$ cat config.mk
export PLATFORM = sky130hd
export DESIGN_NAME = reg_file_scoreboard
export DESIGN_NICKNAME = d
export VERILOG_FILES = /design/src/rtl/reg_file_pkg.sv /design/src/rtl/reg_file_read_port.sv /design/src/rtl/reg_file_scoreboard.sv
export SDC_FILE = /design/constraint.sdc
export NUM_CORES = 1
export LEC_CHECK = 0
export ABC_CLOCK_PERIOD_IN_PS = 3800
export CAP_MARGIN = 20
export CORE_MARGIN = 1.5
export CORE_UTILIZATION = 25
export CTS_CLUSTER_DIAMETER = 100
export DETAILED_ROUTE_END_ITERATION = 10
export HOLD_SLACK_MARGIN = 0.06
export RECOVER_POWER = 100
export SYNTH_ARGS = -nofsm -noshare
export SYNTH_HDL_FRONTEND = slang
export SYNTH_SLANG_ARGS = --single-unit
$ cat constraint.sdc
create_clock -name clk -period 3.8 [get_ports clk]
set_input_delay 0.76 -clock clk [delete_from_list [all_inputs] [get_ports clk]]
set_output_delay 0.76 -clock clk [all_outputs]
set_load 0.05 [all_outputs]
$ cat src/rtl/reg_file_pkg.sv
// reg_file_pkg
//   Shared defaults and the address-legality helper for the register-file
//   scoreboard. The same rule decides whether an address can be written,
//   reserved, or read back as a real register.
package reg_file_pkg;

  localparam int DATA_W_DEF   = 32;
  localparam int ADDR_W_DEF   = 4;
  localparam int NUM_REGS_DEF = 16;

  // True for addresses that map to real storage. With a hardwired zero
  // register, address 0 is treated like an unimplemented slot.
  function automatic logic is_writable(input int addr, input int num_regs,
                                       input int zero_reg0);
    return (addr < num_regs) && !((zero_reg0 != 0) && (addr == 0));
  endfunction

endpackage

$ cat src/rtl/reg_file_read_port.sv
// reg_file_read_port
//   One read port of the register file: address decode, masking of
//   unimplemented / zero-register addresses, same-cycle write forwarding and
//   an optional one-cycle output register.
// Ports:
//   clk, rst_n           clock, async active-low reset
//   i_addr               read address
//   i_mem, i_busy        storage and busy bits, padded to 2**ADDR_W entries
//   i_wr_ok/_addr/_data  qualified write this cycle (already legality-checked)
//   i_rsv_ok/_addr       qualified reserve this cycle
//   o_data, o_busy       read result
module reg_file_read_port
  import reg_file_pkg::*;
#(
  parameter int DATA_W    = DATA_W_DEF,
  parameter int ADDR_W    = ADDR_W_DEF,
  parameter int NUM_REGS  = NUM_REGS_DEF,
  parameter int ZERO_REG0 = 0,
  parameter int BYPASS    = 1,
  parameter int READ_REG  = 0
) (
  input  logic                                    clk,
  input  logic                                    rst_n,
  input  logic [ADDR_W-1:0]                       i_addr,
  input  logic [(1<<ADDR_W)-1:0][DATA_W-1:0]      i_mem,
  input  logic [(1<<ADDR_W)-1:0]                  i_busy,
  input  logic                                    i_wr_ok,
  input  logic [ADDR_W-1:0]                       i_wr_addr,
  input  logic [DATA_W-1:0]                       i_wr_data,
  input  logic                                    i_rsv_ok,
  input  logic [ADDR_W-1:0]                       i_rsv_addr,
  output logic [DATA_W-1:0]                       o_data,
  output logic                                    o_busy
);

  logic              w_valid;
  logic              w_fwd;
  logic [DATA_W-1:0] w_data;
  logic              w_busy;
  logic [DATA_W-1:0] r_data;
  logic              r_busy;

  assign w_valid = is_writable(int'(i_addr), NUM_REGS, ZERO_REG0);
  // i_wr_ok already implies a legal address, so forwarding never leaks data
  // onto an unimplemented or zero-register read.
  assign w_fwd   = (BYPASS != 0) && i_wr_ok && (i_wr_addr == i_addr);

  always_comb begin
    w_data = '0;
    w_busy = 1'b0;
    if (w_fwd) begin
      w_data = i_wr_data;
      // A same-edge reserve re-arms the register even though data lands now.
      w_busy = i_rsv_ok && (i_rsv_addr == i_addr);
    end else if (w_valid) begin
      w_data = i_mem[i_addr];
      w_busy = i_busy[i_addr];
    end
  end

  always_ff @(posedge clk or negedge rst_n) begin
    if (!rst_n) begin
      r_data <= '0;
      r_busy <= 1'b0;
    end else begin
      r_data <= w_data;
      r_busy <= w_busy;
    end
  end

  // The output register is always present; with READ_REG=0 it is simply
  // unselected and trimmed away.
  assign o_data = (READ_REG != 0) ? r_data : w_data;
  assign o_busy = (READ_REG != 0) ? r_busy : w_busy;

endmodule

$ cat src/rtl/reg_file_scoreboard.sv
// reg_file_scoreboard
//   2-read/1-write register file with per-register busy bits used for hazard
//   detection. Issue reserves a destination (sets busy), writeback writes data
//   and clears busy; operand fetch reads data plus busy on two ports.
// Ports:
//   clk, rst_n                    clock, async active-low reset
//   wr_en, wr_addr, wr_data       writeback
//   rsv_en, rsv_addr              reserve (set busy)
//   rd_addr_a/_b                  read addresses
//   rd_data_a/_b, rd_busy_a/_b    read data and busy status
//   busy_count                    number of busy registers
//   all_idle                      busy_count == 0
module reg_file_scoreboard
  import reg_file_pkg::*;
#(
  parameter int DATA_W    = DATA_W_DEF,
  parameter int ADDR_W    = ADDR_W_DEF,
  parameter int NUM_REGS  = NUM_REGS_DEF,
  parameter int ZERO_REG0 = 0,
  parameter int BYPASS    = 1,
  parameter int READ_REG  = 0
) (
  input  logic              clk,
  input  logic              rst_n,
  input  logic              wr_en,
  input  logic [ADDR_W-1:0] wr_addr,
  input  logic [DATA_W-1:0] wr_data,
  input  logic              rsv_en,
  input  logic [ADDR_W-1:0] rsv_addr,
  input  logic [ADDR_W-1:0] rd_addr_a,
  output logic [DATA_W-1:0] rd_data_a,
  output logic              rd_busy_a,
  input  logic [ADDR_W-1:0] rd_addr_b,
  output logic [DATA_W-1:0] rd_data_b,
  output logic              rd_busy_b,
  output logic [ADDR_W:0]   busy_count,
  output logic              all_idle
);

  localparam int           DEPTH   = 1 << ADDR_W;
  localparam logic [ADDR_W:0] CNT_ONE = 1;

  logic [DATA_W-1:0]              r_mem [NUM_REGS];
  logic [NUM_REGS-1:0]            r_busy;
  logic [ADDR_W:0]                r_busy_count;

  logic                           w_wr_ok;
  logic                           w_rsv_ok;
  logic                           w_inc;
  logic                           w_dec;
  logic [DEPTH-1:0][DATA_W-1:0]   w_mem_full;
  logic [DEPTH-1:0]               w_busy_full;

  assign w_wr_ok  = wr_en  && is_writable(int'(wr_addr),  NUM_REGS, ZERO_REG0);
  assign w_rsv_ok = rsv_en && is_writable(int'(rsv_addr), NUM_REGS, ZERO_REG0);

  // Pad storage out to the full address space so any address indexes safely;
  // the padding is constant zero and masked again in the read ports.
  always_comb begin
    w_mem_full  = '0;
    w_busy_full = '0;
    for (int i = 0; i < NUM_REGS; i++) begin
      w_mem_full[i]  = r_mem[i];
      w_busy_full[i] = r_busy[i];
    end
  end

  // Reserve is applied after write so a same-address pair leaves busy set.
  always_ff @(posedge clk or negedge rst_n) begin
    if (!rst_n) begin
      for (int i = 0; i < NUM_REGS; i++) r_mem[i] <= '0;
      r_busy <= '0;
    end else begin
      for (int i = 0; i < NUM_REGS; i++) begin
        if (w_wr_ok && (wr_addr == ADDR_W'(i))) begin
          r_mem[i]  <= wr_data;
          r_busy[i] <= 1'b0;
        end
        if (w_rsv_ok && (rsv_addr == ADDR_W'(i))) r_busy[i] <= 1'b1;
      end
    end
  end

  // Count tracks busy transitions only: a reserve of an idle register adds
  // one, a write that really frees a register removes one.
  assign w_inc = w_rsv_ok && !w_busy_full[rsv_addr];
  assign w_dec = w_wr_ok && w_busy_full[wr_addr] &&
                 !(w_rsv_ok && (rsv_addr == wr_addr));

  always_ff @(posedge clk or negedge rst_n) begin
    if (!rst_n) begin
      r_busy_count <= '0;
    end else begin
      case ({w_inc, w_dec})
        2'b10:   r_busy_count <= r_busy_count + CNT_ONE;
        2'b01:   r_busy_count <= r_busy_count - CNT_ONE;
        default: r_busy_count <= r_busy_count;
      endcase
    end
  end

  assign busy_count = r_busy_count;
  assign all_idle   = (r_busy_count == '0);

`ifndef SYNTHESIS
  always @(posedge clk) begin
    if (rst_n) begin
      assert ($countones(r_busy) == int'(r_busy_count))
        else $error("busy_count out of step with busy bits");
    end
  end
`endif

  reg_file_read_port #(
    .DATA_W(DATA_W), .ADDR_W(ADDR_W), .NUM_REGS(NUM_REGS),
    .ZERO_REG0(ZERO_REG0), .BYPASS(BYPASS), .READ_REG(READ_REG)
  ) u_port_a (
    .clk(clk), .rst_n(rst_n), .i_addr(rd_addr_a),
    .i_mem(w_mem_full), .i_busy(w_busy_full),
    .i_wr_ok(w_wr_ok), .i_wr_addr(wr_addr), .i_wr_data(wr_data),
    .i_rsv_ok(w_rsv_ok), .i_rsv_addr(rsv_addr),
    .o_data(rd_data_a), .o_busy(rd_busy_a)
  );

  reg_file_read_port #(
    .DATA_W(DATA_W), .ADDR_W(ADDR_W), .NUM_REGS(NUM_REGS),
    .ZERO_REG0(ZERO_REG0), .BYPASS(BYPASS), .READ_REG(READ_REG)
  ) u_port_b (
    .clk(clk), .rst_n(rst_n), .i_addr(rd_addr_b),
    .i_mem(w_mem_full), .i_busy(w_busy_full),
    .i_wr_ok(w_wr_ok), .i_wr_addr(wr_addr), .i_wr_data(wr_data),
    .i_rsv_ok(w_rsv_ok), .i_rsv_addr(rsv_addr),
    .o_data(rd_data_b), .o_busy(rd_busy_b)
  );

endmodule
==> metrics.log <==
[metrics] DR DRC count: 0
[metrics] number of placed I/O pins: 124
[metrics] count of flip-flops with a built-in enable after synthesis: 0
[metrics] number of global-route vias before repair: 21200
[metrics] cell types with the largest area share after synthesis: dfrtp_1, mux4_2, mux2_2, mux2_1, mux2i_1
[metrics] Die Wd: about 350 microns
[metrics] final-stage net count: about 2200
[metrics] # H-tree levels: 2
[metrics] total number of vias: 19400
[metrics] run status: finished with violations
[metrics] number of register bits inferred by synthesis: about 530
[metrics] post-synth top area cell: dfrtp_1
[metrics] count of maximum capacitance violations: 5
[metrics] pin count of the biggest net entering global routing: 105
[metrics] total CTS buffers: 54
[metrics] synthesized instance count: 1978
[metrics] remaining global-route overflow: 0
[metrics] syn nets: 2035
[metrics] die area: 0.120 sq mm
[metrics] antenna violations before repair: 13
[metrics] final RePlAce weighted congestion: 0.829
[metrics] VDD IR max: 0.366 mV
[metrics] hold path depth: 1
[metrics] Worst Path Max Fanout: 16
[metrics] share of layout cells above drive strength 1: 0.516
[metrics] wire length of the first global-routing pass: 139000 microns
[metrics] leading cell type in the layout, fill and taps excluded: dfrtp_1
[metrics] proportion of register bits with asynchronous set or reset after synthesis: 1.00
[metrics] area after detailed placement: 0.0347 sq mm
[metrics] initial core utilization: 0.253
[metrics] synthesized area per cell: 14.9 sq um
[metrics] slew of the pin with the lowest slew margin: 1.92 ns
[metrics] data required time at the worst endpoint: a little over 3 ns
[metrics] total length of routed wires: approximately 92000 microns
[metrics] # fillers: 11200
[metrics] CTS Sinks: approximately 530
[metrics] 1st-pass router iterations: 5
[metrics] Crit Reg-Reg Endpoint: busy_count[4]
[metrics] unrepaired setup endpoints after global routing: true
[metrics] start point of the worst hold path: busy_count[4]
[metrics] Final setup viols: 1
[metrics] number of buffers between clock root and the deepest sink: 3
[metrics] Fmax: 0.263 GHz
[metrics] launch point of the worst reg-to-reg path: r_busy[13]
[metrics] total routing usage reported by global routing: 0.152
[metrics] worst min path class: flip-flop to flip-flop
[metrics] fraction of post-synthesis cell area in the top cell type by area: 0.453
[metrics] Yosys Warn Count: 0
[metrics] reg-to-reg slack, setup: between 0.7 and 0.8 ns
[metrics] path depth of the worst reg2reg path: 10
[metrics] TritonCTS clock tree: yes
[metrics] quantity of I/O buffers inserted on ports: 123
[metrics] critical path arrival: 3.05 ns
[metrics] count of pins over their slew limit: 224
[metrics] path type of the worst setup path: input port to primary output
[metrics] violations in the final reports: max-capacitance violations, max-slew violations, negative setup slack
[metrics] power density over the cells: around 540 mW/mm^2
[metrics] Root Buffer: clkbuf_16
[metrics] startpoint type of the worst setup path: input port
[metrics] HPWL after detailed placement: 59200 microns
[metrics] ys flop type: dfrtp_1
[metrics] most used cells in the layout excluding fill and tap cells: dfrtp_1, mux2_2, mux4_2, buf_4, buf_12
[metrics] Final WS setup: -0.00867 ns
[metrics] share of the clock period used by the worst path after layout: 1.00
[metrics] post-detailed-route via-to-cell ratio: 5.18
[metrics] drt initial violations: 1359
[metrics] die height: 346 microns
[metrics] insertion delay of the later-clocked pin in the worst-skew pair: 0.62 ns
[metrics] Site Rows: 125
[metrics] post-synthesis cell area: 0.0295 sq mm
[metrics] static leakage power: between 10 and 15 nW
[metrics] hold buffer count at CTS: 0
[metrics] Final Core Density: 0.314
[metrics] sequential area share after synthesis: 0.453
[metrics] worst clock skew: ~0.0067 ns
[metrics] Worst Setup End Kind: primary output
[metrics] Max-slew headroom: -0.279
[metrics] hold path endpoint: busy_count[4]
[metrics] routed len/inst: 24.6 microns
[metrics] final design area excluding fillers: 0.0366 sq mm
[metrics] hold violation count in the final report: 0
[metrics] signed area change from the synthesized netlist to the final layout: 24.3%
[metrics] clock transition time at the flip-flop clock pins of the worst setup and hold paths: around 0.060 ns
[metrics] number of nets with antenna violations after detailed routing: 0
[metrics] area of the core: 0.117 sq mm
[metrics] post-synth cell types: 40
[metrics] final critical-path required period: 3.81 ns
==> how the worst max path moves through the flow <==
stage	slack, ns	cells past startpoint	start	endpoint
2_1_floorplan	-0.07	8	wr_addr[2]	rd_data_b[18]
3_3_place_gp	-0.36	8	wr_addr[3]	rd_data_b[23]
5_1_grt	-0.04	10	wr_addr[1]	rd_data_a[0]
6_report	-0.009	10	wr_addr[1]	rd_data_a[1]
4_1_cts	-0.02	11	wr_addr[1]	rd_data_b[29]
3_5_place_dp	-0.38	10	wr_addr[3]	rd_data_a[2]
==> report_power, final <==
group / internal, mW / total, mW / leakage, nW / switching [mW]
combinational: 3.46 / 5.99 / 7.24 / 2.53
clock: 3.41 / 5.80 / 0.954 / 2.39
sequential: 7.02 / 8.04 / 6.53 / 1.02
==> Yosys cell counts, types with 2 or more instances <==
cell type,count
a2111oi_0,63
a211oi_1,62
a21oi_1,2
a32o_1,4
and3_1,4
buf_1,9
buf_2,95
buf_4,9
buf_6,10
clkbuf_1,83
dfrtp_1,533
ha_1,4
inv_1,7
mux2_1,95
mux2_2,419
mux2i_1,66
mux4_2,275
nand2_1,15
nand2b_1,3
nand3_1,6
nand3b_1,6
nor2_1,73
nor2b_1,65
nor3_1,5
o21ai_0,25
o31ai_1,2
or3_1,3
xnor2_1,6
xor2_1,18
==> worst max-delay path, stage by stage <==
cell and delay, ns:
clkdlybuf4s50_1 0.45, buf_12 0.16, xnor2_1 0.23, buf_4 0.16, nand3_2 0.09, and2_2 0.25, buf_4 0.26, a211oi_2 0.31
buf_4 0.21, buf_12 0.14
==> routing by layer <==
metal  track usage  share of wire
met1         0.193           0.41
met2         0.261           0.50
met3        0.0298          0.058
met4        0.0457          0.033
met5             0         0.0014
==> cell families (layout without fill, tap and decap cells) <==
kind of cell | after synthesis | in the layout | synth area share
multiplexers | 855 | 855 | 0.429
AO/OA/AOI/OAI | 161 | 161 | 0.0418
buffers and inverters | 213 | 456 | 0.0349
XOR/XNOR | 24 | 24 | 0.00713
AND/OR/NAND/NOR | 187 | 187 | 0.0324
other | 0 | 2 | 0
flip-flops | 533 | 533 | 0.453
adder cells (fa/ha/maj) | 5 | 5 | 0.00238
==> registers in the layout, indices dropped and copies added, names as in the netlist <==
signal / count
r_mem: 512
r_busy: 16
busy_count: 5
==> final cells by class <==
type | count | area, sq um | share of cell area
antenna | 2 | 5.00 | 0.000137
timing repair buffer | 348 | 3880 | 0.106
tap | 1524 | 1910 | 0.0520
sequential | 533 | 13300 | 0.364
clock inverter | 27 | 347 | 0.00946
inverter | 7 | 26.3 | 0.000717
multi-input combinational | 1232 | 15500 | 0.424
clock buffer | 74 | 1590 | 0.0433
==> stage by stage <==
| step | total power [mW] | instances | setup TNS, ns | worst slack (ns) | hold WS, ns |
|---|---|---|---|---|---|
| 2_1_floorplan | 11.7 | 1978 | -0.568 | -0.0652 | 0.464 |
| 3_3_place_gp | 13.7 | 3643 | -10.96 | -0.356 | 0.481 |
| 3_5_place_dp | 14.1 | 3643 | -12.10 | -0.375 | 0.491 |
| 4_1_cts | 20.0 | 3745 | -0.0271 | -0.0165 | 0.114 |
| 5_1_grt | 20.7 | 3745 | -0.322 | -0.0439 | 0.521 |
| 6_report | 19.8 | 3747 | -0.00867 | -0.00867 | 0.496 |
==> what timing repair did <==
action,4_1_cts,5_1_grt
gates resized for setup,51,37
endpoints found under the hold margin,0,0
pin swaps,1,1
setup endpoints to repair,63,39
buffers inserted,1,0
gates cloned,0,0
Note: power is estimated with default switching activity, not from simulation.
